## config.mk

```make
export PLATFORM = sky130hd
export DESIGN_NAME = echo_cancel_sequencer_flat
export DESIGN_NICKNAME = d
export VERILOG_FILES = /design/src/rtl/echo_cancel_sequencer_if.sv /design/src/rtl/echo_cancel_sequencer.sv /design/src/flat_wrapper.sv
export SDC_FILE = /design/constraint.sdc
export NUM_CORES = 1
export LEC_CHECK = 0
export BUFFER_PORTS_ARGS = -buffer_cell sky130_fd_sc_hd__buf_4
export CAP_MARGIN = 30
export CORE_AREA = 3 3 103 105
export DETAILED_ROUTE_END_ITERATION = 10
export DIE_AREA = 0 0 106 108
export GPL_ROUTABILITY_DRIVEN = 0
export PLACE_DENSITY = 0.65
export SETUP_SLACK_MARGIN = 0.02
export SYNTH_ARGS = -nofsm -noshare
export SYNTH_HDL_FRONTEND = slang
export SYNTH_SLANG_ARGS = --single-unit
export TNS_END_PERCENT = 10
```

## constraint.sdc

```tcl
create_clock -name clk_operation -period 5.1 [get_ports clk_operation]
set_input_delay 0.765 -clock clk_operation [delete_from_list [all_inputs] [get_ports clk_operation]]
set_output_delay 0.765 -clock clk_operation [all_outputs]
set_load 0.01 [all_outputs]
```

## src/rtl/echo_cancel_sequencer_if.sv

```systemverilog
// Handshake bundle between the echo-cancel sequencer and its datapath.
//   enable_cvt / enable_adapt / enable_cancel / enable_out : 1-cycle start strobes
//   out_sel        : output mux select (0 = error e, 1 = signal_without_echo)
//   ready_cvt_sig / ready_cvt_lag / ready_adapt / ready_cancel : level done flags
// master = sequencer side, slave = datapath side.
interface echo_cancel_sequencer_if;
  logic enable_cvt;
  logic enable_adapt;
  logic enable_cancel;
  logic enable_out;
  logic out_sel;
  logic ready_cvt_sig;
  logic ready_cvt_lag;
  logic ready_adapt;
  logic ready_cancel;

  modport master (
    output enable_cvt, enable_adapt, enable_cancel, enable_out, out_sel,
    input  ready_cvt_sig, ready_cvt_lag, ready_adapt, ready_cancel
  );

  modport slave (
    input  enable_cvt, enable_adapt, enable_cancel, enable_out, out_sel,
    output ready_cvt_sig, ready_cvt_lag, ready_adapt, ready_cancel
  );
endinterface

```

## src/rtl/echo_cancel_sequencer.sv

```systemverilog
// Per-sample controller for the lag-16 echo-cancellation datapath.
// Once per sampling cycle it strobes the converters, the adaptive estimator
// (while adapting), the canceller and the output stage, waiting on each ready.
// Ports:
//   clk_operation, rst (sync active-high)
//   enable                  : run enable, sampled in IDLE only
//   sampling_cycle_counter  : value 0 starts a sample
//   dp (master modport)     : strobes, out_sel and ready levels
//   enable_sampling_adapt / enable_sampling_cancel : warm-up phase enables
//   adapt_active, iteration : adaptation state and completed adapt iterations
//   sample_cnt              : samples started (saturating)
//   busy, timeout_err       : not-IDLE flag, sticky timeout flag
// Optional feature macro ADAPT_RESTART_EN: adds input adapt_restart, which
// re-arms adaptation (applied in IDLE/HOLD, otherwise latched until HOLD).
module echo_cancel_sequencer #(
  parameter int unsigned WARM_CANCEL   = 2,
  parameter int unsigned WARM_ADAPT    = 4,
  parameter int unsigned ADAPT_SAMPLES = 100,
  parameter int unsigned READY_MASK    = 2,
  parameter int unsigned TIMEOUT       = 2000
) (
  input  logic                    clk_operation,
  input  logic                    rst,
  input  logic                    enable,
  input  logic [12:0]             sampling_cycle_counter,
`ifdef ADAPT_RESTART_EN
  input  logic                    adapt_restart,
`endif
  echo_cancel_sequencer_if.master dp,
  output logic                    enable_sampling_adapt,
  output logic                    enable_sampling_cancel,
  output logic                    adapt_active,
  output logic [31:0]             iteration,
  output logic [15:0]             sample_cnt,
  output logic                    busy,
  output logic                    timeout_err
);

  localparam int unsigned WAIT_W = $clog2(TIMEOUT + READY_MASK + 2);

  typedef enum logic [3:0] {
    S_IDLE, S_CVT, S_WAIT_CVT, S_ADAPT, S_WAIT_ADAPT,
    S_CANCEL, S_WAIT_CANCEL, S_OUT, S_HOLD
  } state_t;

  state_t              state;
  state_t              wait_next;
  logic [WAIT_W-1:0]   wait_cnt;
  logic                waiting;
  logic                ready_sel;
  logic                accept;
  logic                expire;
  logic                start;
  logic                to_hold;
  logic                apply_restart;
  logic [15:0]         sample_cnt_new;
  logic [31:0]         iteration_new;

  // Which ready the current WAIT state listens to, and where it goes next
  always_comb begin
    waiting   = 1'b1;
    ready_sel = 1'b0;
    wait_next = S_HOLD;
    unique case (state)
      S_WAIT_CVT: begin
        ready_sel = dp.ready_cvt_sig & dp.ready_cvt_lag;
        wait_next = adapt_active ? S_ADAPT : S_CANCEL;
      end
      S_WAIT_ADAPT: begin
        ready_sel = dp.ready_adapt;
        wait_next = S_CANCEL;
      end
      S_WAIT_CANCEL: begin
        ready_sel = dp.ready_cancel;
        wait_next = S_OUT;
      end
      default: waiting = 1'b0;
    endcase
  end

  // Ready is ignored for READY_MASK cycles after the strobe (stale level from the previous sample)
  assign accept  = waiting && (wait_cnt >= WAIT_W'(READY_MASK)) && ready_sel;
  assign expire  = waiting && !accept && ((wait_cnt + WAIT_W'(1)) == WAIT_W'(TIMEOUT));
  assign start   = (state == S_IDLE) && enable && (sampling_cycle_counter == 13'd0);
  assign to_hold = (state == S_OUT) || expire;

  assign sample_cnt_new = (sample_cnt == 16'hFFFF) ? sample_cnt : sample_cnt + 16'd1;
  assign iteration_new  = iteration + 32'd1;

`ifdef ADAPT_RESTART_EN
  logic restart_pend;
  logic restart_now;

  assign restart_now   = adapt_restart && ((state == S_IDLE) || (state == S_HOLD));
  assign apply_restart = restart_now || (to_hold && (restart_pend || adapt_restart));

  // Restart requests arriving mid-sequence wait for the HOLD entry
  always_ff @(posedge clk_operation) begin
    if (rst) begin
      restart_pend <= 1'b0;
    end else if (to_hold) begin
      restart_pend <= 1'b0;
    end else if (adapt_restart && !restart_now) begin
      restart_pend <= 1'b1;
    end
  end
`else
  assign apply_restart = 1'b0;
`endif

  // Sequencer FSM with registered strobes and status
  always_ff @(posedge clk_operation) begin
    if (rst) begin
      state                  <= S_IDLE;
      wait_cnt               <= '0;
      dp.enable_cvt          <= 1'b0;
      dp.enable_adapt        <= 1'b0;
      dp.enable_cancel       <= 1'b0;
      dp.enable_out          <= 1'b0;
      dp.out_sel             <= 1'b0;
      enable_sampling_adapt  <= 1'b0;
      enable_sampling_cancel <= 1'b0;
      adapt_active           <= 1'b1;
      iteration              <= 32'd0;
      sample_cnt             <= 16'd0;
      busy                   <= 1'b0;
      timeout_err            <= 1'b0;
    end else begin
      dp.enable_cvt    <= 1'b0;
      dp.enable_adapt  <= 1'b0;
      dp.enable_cancel <= 1'b0;
      dp.enable_out    <= 1'b0;

      unique case (state)
        S_IDLE: begin
          if (start) begin
            state                  <= S_CVT;
            busy                   <= 1'b1;
            sample_cnt             <= sample_cnt_new;
            enable_sampling_cancel <= 32'(sample_cnt_new) > WARM_CANCEL;
            enable_sampling_adapt  <= 32'(sample_cnt_new) > WARM_ADAPT;
          end
        end
        S_CVT: begin
          dp.enable_cvt <= 1'b1;
          wait_cnt      <= '0;
          state         <= S_WAIT_CVT;
        end
        S_ADAPT: begin
          dp.enable_adapt <= 1'b1;
          wait_cnt        <= '0;
          state           <= S_WAIT_ADAPT;
        end
        S_CANCEL: begin
          dp.enable_cancel <= 1'b1;
          wait_cnt         <= '0;
          state            <= S_WAIT_CANCEL;
        end
        S_WAIT_CVT, S_WAIT_ADAPT, S_WAIT_CANCEL: begin
          if (accept) begin
            state <= wait_next;
          end else if (expire) begin
            timeout_err <= 1'b1;
            state       <= S_HOLD;
          end else begin
            wait_cnt <= wait_cnt + WAIT_W'(1);
          end
        end
        S_OUT: begin
          dp.enable_out <= 1'b1;
          dp.out_sel    <= ~adapt_active;
          if (adapt_active) begin
            iteration <= iteration_new;
            // Freeze takes effect from the next sample
            if (iteration_new == ADAPT_SAMPLES) adapt_active <= 1'b0;
          end
          state <= S_HOLD;
        end
        S_HOLD: begin
          // Leave only once the counter moves on, so one sample never triggers twice
          if (sampling_cycle_counter != 13'd0) begin
            state <= S_IDLE;
            busy  <= 1'b0;
          end
        end
        default: begin
          state <= S_IDLE;
          busy  <= 1'b0;
        end
      endcase

      if (apply_restart) begin
        adapt_active <= 1'b1;
        iteration    <= 32'd0;
      end
    end
  end

endmodule

```

## src/flat_wrapper.sv

```systemverilog
// flat-port wrapper written by rule: the top's interface ports become plain ports
module echo_cancel_sequencer_flat 
#(
  parameter int unsigned WARM_CANCEL   = 2,
  parameter int unsigned WARM_ADAPT    = 4,
  parameter int unsigned ADAPT_SAMPLES = 100,
  parameter int unsigned READY_MASK    = 2,
  parameter int unsigned TIMEOUT       = 2000
)
  (clk_operation, rst, enable, sampling_cycle_counter, enable_sampling_adapt, enable_sampling_cancel, adapt_active, iteration, sample_cnt, busy, timeout_err, dp_enable_cvt, dp_enable_adapt, dp_enable_cancel, dp_enable_out, dp_out_sel, dp_ready_cvt_sig, dp_ready_cvt_lag, dp_ready_adapt, dp_ready_cancel);
  echo_cancel_sequencer_if dp_i ();
  input  logic clk_operation;
  input  logic rst;
  input  logic enable;
  input  logic [12:0] sampling_cycle_counter;
  output logic enable_sampling_adapt;
  output logic enable_sampling_cancel;
  output logic adapt_active;
  output logic [31:0] iteration;
  output logic [15:0] sample_cnt;
  output logic busy;
  output logic timeout_err;
  output wire logic [$bits(dp_i.enable_cvt)-1:0] dp_enable_cvt;
  output wire logic [$bits(dp_i.enable_adapt)-1:0] dp_enable_adapt;
  output wire logic [$bits(dp_i.enable_cancel)-1:0] dp_enable_cancel;
  output wire logic [$bits(dp_i.enable_out)-1:0] dp_enable_out;
  output wire logic [$bits(dp_i.out_sel)-1:0] dp_out_sel;
  input wire logic [$bits(dp_i.ready_cvt_sig)-1:0] dp_ready_cvt_sig;
  input wire logic [$bits(dp_i.ready_cvt_lag)-1:0] dp_ready_cvt_lag;
  input wire logic [$bits(dp_i.ready_adapt)-1:0] dp_ready_adapt;
  input wire logic [$bits(dp_i.ready_cancel)-1:0] dp_ready_cancel;
  assign dp_enable_cvt = dp_i.enable_cvt;
  assign dp_enable_adapt = dp_i.enable_adapt;
  assign dp_enable_cancel = dp_i.enable_cancel;
  assign dp_enable_out = dp_i.enable_out;
  assign dp_out_sel = dp_i.out_sel;
  assign dp_i.ready_cvt_sig = dp_ready_cvt_sig;
  assign dp_i.ready_cvt_lag = dp_ready_cvt_lag;
  assign dp_i.ready_adapt = dp_ready_adapt;
  assign dp_i.ready_cancel = dp_ready_cancel;
  echo_cancel_sequencer #(.WARM_CANCEL(WARM_CANCEL), .WARM_ADAPT(WARM_ADAPT), .ADAPT_SAMPLES(ADAPT_SAMPLES), .READY_MASK(READY_MASK), .TIMEOUT(TIMEOUT)) u_core (.clk_operation(clk_operation), .rst(rst), .enable(enable), .sampling_cycle_counter(sampling_cycle_counter), .dp(dp_i), .enable_sampling_adapt(enable_sampling_adapt), .enable_sampling_cancel(enable_sampling_cancel), .adapt_active(adapt_active), .iteration(iteration), .sample_cnt(sample_cnt), .busy(busy), .timeout_err(timeout_err));
endmodule
```

==> results.yml, run 1 <==
drt:
  routed_wirelength_mm: 10.8
  wl_per_cell_um: 14.5
  drt_iter0_markers: 181
  num_vias: 4135
  avgViaCountPerCell: 5.57
  drc: 0
  postRouteAntennaNets: 0
  drt_pre_antenna_iters: 4
power_and_ir_drop:
  power_frac_seq_pct: 49.5
  vdd_drop_max_v: 0.000156
  p_int_uw: 902
  power.total_mw: 1.23
  p_sw_uw: 326
  combPwrFrac_pct: 11.1
  p_clk_share_pct: 39.5
  swShare_pct: 26.6
  cellPowerDensity_mw_per_mm2: 239
  leakage_nw: 1.93
global_routing:
  grt-ovfl-total: 0
  grt_first_pass_wirelength_mm: 18.3
  grt_max_degree: 66
  grt_pass1_vias: 3904
  antenna_found_initial: 0
  grt_use_total_pct: 19.2
cts:
  cts_tree: "yes"
  cts_hold_buf: 0
  cts.htree.levels: 3
  root_buffer: "clkbuf_8"
  numCtsBuffers: 9
  cts.path.max_buffers: 2
  ctsResizeCount: 0
  cts_setup_buffers: 0
  clkTransAtPathRegs_ns: 0.08
  clock-sinks: 73
  clk_latency_ns: 0.36
die:
  row_count: 36
  initial_core_util_pct: 44.5
  die_y_um: 108
  die_area_sq_mm: 0.0114
  die_w_um: 106
  ios: 78
  core_area_sq_mm: 0.00973
sta:
  final_max_slew_viol_count: 0
  setup_viol: 0
  relSlewSlack_pct: 42.7
  worstMarginPinSlew_ns: 0.852
  hold_viol: 0
  fin_crit_ns: 2.78
  skew_ns: 0.00966
  fin_crit_sh_pct: 54.6
  max_freq_mhz: 359
  setup_tns_ns: 0
  grt_setup_unrepaired: "no"
yosys:
  seq_area_frac_synth_pct: 33.8
  synth_flop_cell: "dfxtp_1"
  synth_seq_cells: 73
  syn_area_per_cell_sq_um: 7.88
  syn_nets: 575
  synth-edff-count: 0
  synth_area_sq_mm: 0.00433
  yosysTopAreaCellShare_pct: 33.8
  ys_top_cells_by_area: "dfxtp_1, nor2_1, xor2_1"
  async_reset_ff_share_pct: 0
  netlist_instances: 549
  synth_warnings: 0
  yosysUniqueCellTypes: 64
  synth_top_area_cell: "dfxtp_1"
setup_path:
  path_class: "reg2reg"
  cp.arrival_ns: 3.01
  worstSetupStartpointType: "register"
  cp.required_ns: 5.32
  crit_path_end_kind: "register"
  cp_max_fo: 11
cells_and_area:
  diodes: 0
  fillers: 947
  area_growth_pct: 18.7
  final_area_sq_mm: 0.00514
  final_common_cell: "nor2_1"
  fin_nets: 631
  seqCellArea_sq_mm: 0.00146
  final_util_pct: 52.8
  drive_above_1_share_pct: 16.9
  layout_common_cells: "nor2_1, buf_4, dfxtp_1, nand2_1, nand3_1"
  final_cells: 743
  multi_input_area_sq_mm: 0.00270
placed_design:
  hpwl_mm: 7.54
  numPortBuffers: 77
  placed_cell_area_sq_mm: 0.00493
  placedCellCount: 727
flow_run:
  max_cap_viol_count: 0
min_path:
  hold_class: "reg2reg"
outcome:
  outcome: "complete, no violations"
## cell usage after synthesis (all sizes together), types with 2 or more instances
cell type  instances
o21bai             2
and4               7
or2                2
a22oi              2
nand3             37
and3              13
o22ai              2
dfxtp             73
a221oi             2
nor2              85
nor3b              3
nor2b              6
and3b              2
a2111oi            3
xnor2             26
a311oi             4
nand4             18
nand2             44
nand4b             2
a21oi             18
nor3              16
or3                2
a211o              2
mux2i              9
nor4              13
o31ai              7
a31oi             14
o2111ai            2
o211ai             2
o21ai             18
inv                6
clkbuf            26
buf                7
ha                 6
nand2b             7
and2              10
a211oi             4
nor4b              4
xor2              31
## final timing paths
check / slack [ns] / cells after the start / endpoint / startpoint
max reg2reg: 2.32 / 7 / u_core.iteration[28] / u_core.iteration[0]
min reg2reg: 0.49 / 2 / u_core.timeout_err / u_core.timeout_err
max: 2.32 / 7 / u_core.iteration[28] / u_core.iteration[0]
min: 0.49 / 2 / u_core.timeout_err / u_core.timeout_err
## metal layers
| metal | GRT usage (%) | wire length (um) | vias to the layer above |
|---|---|---|---|
| met4 | 7.96 | 155 | 0 |
| li1 | - | - | 2091 |
| met5 | 0 | 0 | - |
| met2 | 31.0 | 4870 | 124 |
| met1 | 25.7 | 5180 | 1909 |
| met3 | 3.16 | 588 | 11 |
## state kept, by name, summed over array words and instances (netlist names)
register and cells:
u_core.sample_cnt 16, u_core.dp.enable_cancel 1, u_core.state 4, u_core.adapt_active 1, u_core.busy 1, u_core.dp.enable_out 1
u_core.dp.out_sel 1, u_core.wait_cnt 11, u_core.dp.enable_cvt 1, u_core.enable_sampling_adapt 1, u_core.dp.enable_adapt 1, u_core.iteration 32
u_core.enable_sampling_cancel 1, u_core.timeout_err 1
## power by group through the flow
| stage | registers (mW) | logic (mW) | clock network (mW) |
|---|---|---|---|
| floorplan | 0.601 | 0.116 | 0 |
| global placement | 0.619 | 0.130 | 0 |
| detailed placement | 0.619 | 0.134 | 0 |
| CTS | 0.606 | 0.135 | 0.492 |
| global route | 0.611 | 0.151 | 0.515 |
| finish | 0.607 | 0.136 | 0.485 |
## critical path, cell delays in order (launching register included)
cell and delay [ns]:
dfxtp_1 0.52, ha_1 0.47, nand2_1 0.24, nor4_1 0.79, and3_1 0.31, nand4_1 0.12, xor2_1 0.16, nor2_1 0.05
## stage by stage
stage | hold WS, ns | worst slack (ns)
floorplan | 0.462 | 2.61
global placement | 0.455 | 2.31
detailed placement | 0.472 | 2.14
CTS | 0.491 | 2.35
global route | 0.539 | 2.00
finish | 0.486 | 2.32
## cell type report
class	instances	share of cell area (%)
flip-flops and latches	73	28.4
well taps	133	3.24
clock inverters	2	0.682
inverters	6	0.438
multi-input cells	437	52.5
clock buffers	14	3.36
repair buffers	78	11.3
## cells by family after synthesis
kind of cell / share of synthesized area [%]
adder cells (fa/ha/maj): 1.73
buffers and inverters: 3.93
AO/OA/AOI/OAI: 14.5
multiplexers: 2.34
AND/OR/NAND/NOR: 32.1
XOR/XNOR: 11.5
flip-flops: 33.8
No activity file was read; power rests on OpenSTA's default activity.
==> run 2, diff against run 1 <==
- PLACE_DENSITY: 0.65 -> 0.68
- clock period: 5.1 -> 2.4 ns (I/O delays scaled with it)
==> results.yml, run 2 (same netlist as run 1, synthesis figures left out) <==
power_and_ir_drop:
  power.total_mw: 2.53
  leakage_nw: 2.19
  cellPowerDensity_mw_per_mm2: 457
  vdd_drop_max_v: 0.000247
drt:
  wl_per_cell_um: 14.0
  postRouteAntennaNets: 0
  drt_pre_antenna_iters: 4
  avgViaCountPerCell: 5.43
  routed_wirelength_mm: 11.1
  num_vias: 4293
  drt_iter0_markers: 202
  drc: 0
setup_path:
  path_class: "reg2reg"
  worstSetupStartpointType: "register"
  crit_slowest_cell: "or4_4"
  critPathMaxStageDelay_ns: 0.57
  crit_path_end_kind: "register"
  crit_chain: "ha_4, nor4b_1, a31oi_1, or4_4, and2_4, a21oi_4, mux2_1"
  crit_family: "simple AND/OR/NAND/NOR gates"
  cp.arrival_ns: 2.50
  cp_max_fo: 8
  cp.required_ns: 2.64
  path_buf_inv: 0
placed_design:
  numPortBuffers: 77
  hpwl_mm: 8.22
  dp_slack_ns: 0.0129
  placedCellCount: 776
sta:
  skew_ns: 0.00718
  setup_viol: 0
  final_max_slew_viol_count: 0
  fin_crit_ns: 2.26
  setup_tns_ns: 0
  finalWorstSetupSlack_ns: 0.136
  worstMarginPinSlew_ns: 0.563
  relSlewSlack_pct: 62.1
  grt_setup_unrepaired: "yes"
  hold_viol: 0
  fin_crit_sh_pct: 94.4
  max_freq_mhz: 442
global_routing:
  grt_use_total_pct: 19.9
  grt_max_degree: 49
  antenna_found_initial: 0
  grt_pass1_vias: 3935
  grt-ovfl-total: 0
  grt_first_pass_wirelength_mm: 18.9
outcome:
  outcome: "complete, no violations"
die:
  row_count: 36
  die_w_um: 106
  core_area_sq_mm: 0.00973
  die_area_sq_mm: 0.0114
  initial_core_util_pct: 44.5
  die_y_um: 108
  ios: 78
cells_and_area:
  area_growth_pct: 27.8
  final_cells: 791
  fin_nets: 681
  layout_common_cells: "buf_4, nor2_1, dfxtp_1, nand2_1, nand3_1"
  top_regs: "u_core.iteration: 32 flops, u_core.sample_cnt: 16 flops, u_core.wait_cnt: 11 flops"
  final_common_cell: "buf_4"
  fillers: 913
  drive_above_1_share_pct: 24.0
  top_register: "u_core.iteration"
  diodes: 0
  largest_reg_flops: 32
flow_run:
  max_cap_viol_count: 0
cts:
  numCtsBuffers: 9
  clk_latency_ns: 0.35
  cts.path.max_buffers: 2
  clkTransAtPathRegs_ns: 0.07
  clock-sinks: 73
  root_buffer: "clkbuf_8"
  cts.htree.levels: 3
  cts_tree: "yes"
min_path:
  hold_class: "in2reg"
## run 2: timing repair
action / in CTS / in global routing
hold buffers: 0 / 0
setup endpoints to repair: 8 / 13
resized for setup: 0 / 7
setup buffers: 1 / 0
pin swaps: 1 / 3
## run 2: stage by stage
step | hold WS, ns | instance area, sq um | utilization (%)
6_report | 0.311 | 5530 | 56.9
5_1_grt | 0.324 | 5530 | 56.9
4_1_cts | 0.304 | 5500 | 56.5
3_5_place_dp | 0.478 | 5320 | 54.6
3_3_place_gp | 0.456 | 5320 | 54.6
2_1_floorplan | 0.462 | 4340 | -
## run 2: worst register-to-register path, stage by stage (launching register included)
cell     delay, ns
dfxtp_4       0.37
ha_4          0.19
nor4b_1       0.29
a31oi_1       0.08
or4_4         0.57
and2_4        0.20
a21oi_4       0.12
mux2_1        0.32
## run 2: layout make-up
class                           count  area (sq um)  area share, %
Clock buffer                       14           163           2.94
Inverter                            6          22.5          0.407
Multi-Input combinational cell    437          2740           49.5
Sequential cell                    73          1470           26.5
Tap cell                          133           166           3.01
Timing Repair Buffer              128           973           17.6
## run 2: power by group
part           total [mW]  leakage (nW)  internal (mW)  switching (mW)
clock network       0.853        0.0826          0.422           0.431
registers            1.26         0.589           1.24          0.0224
logic               0.415          1.51          0.190           0.226
total                2.53          2.19           1.85           0.679
## run 2: path summary, 6_finish.rpt
path,start,endpoint,depth (start not counted),slack [ns]
setup / recovery,u_core.wait_cnt[0],u_core.wait_cnt[1],7,0.14
hold / removal,rst,u_core.timeout_err,2,0.31
setup reg to reg,u_core.wait_cnt[0],u_core.wait_cnt[1],7,0.14
hold reg to reg,u_core.timeout_err,u_core.timeout_err,2,0.48
## run 2: routing by layer
metal | part of all wire [%] | GRT usage, % | vias to the layer above | wire length, um
met5 | 0 | 0 | - | 0
met1 | 46 | 26.6 | 1982 | 5150
met2 | 46 | 32.1 | 114 | 5140
li1 | - | - | 2184 | -
met3 | 5.8 | 4.00 | 13 | 638
met4 | 1.4 | 6.94 | 0 | 160
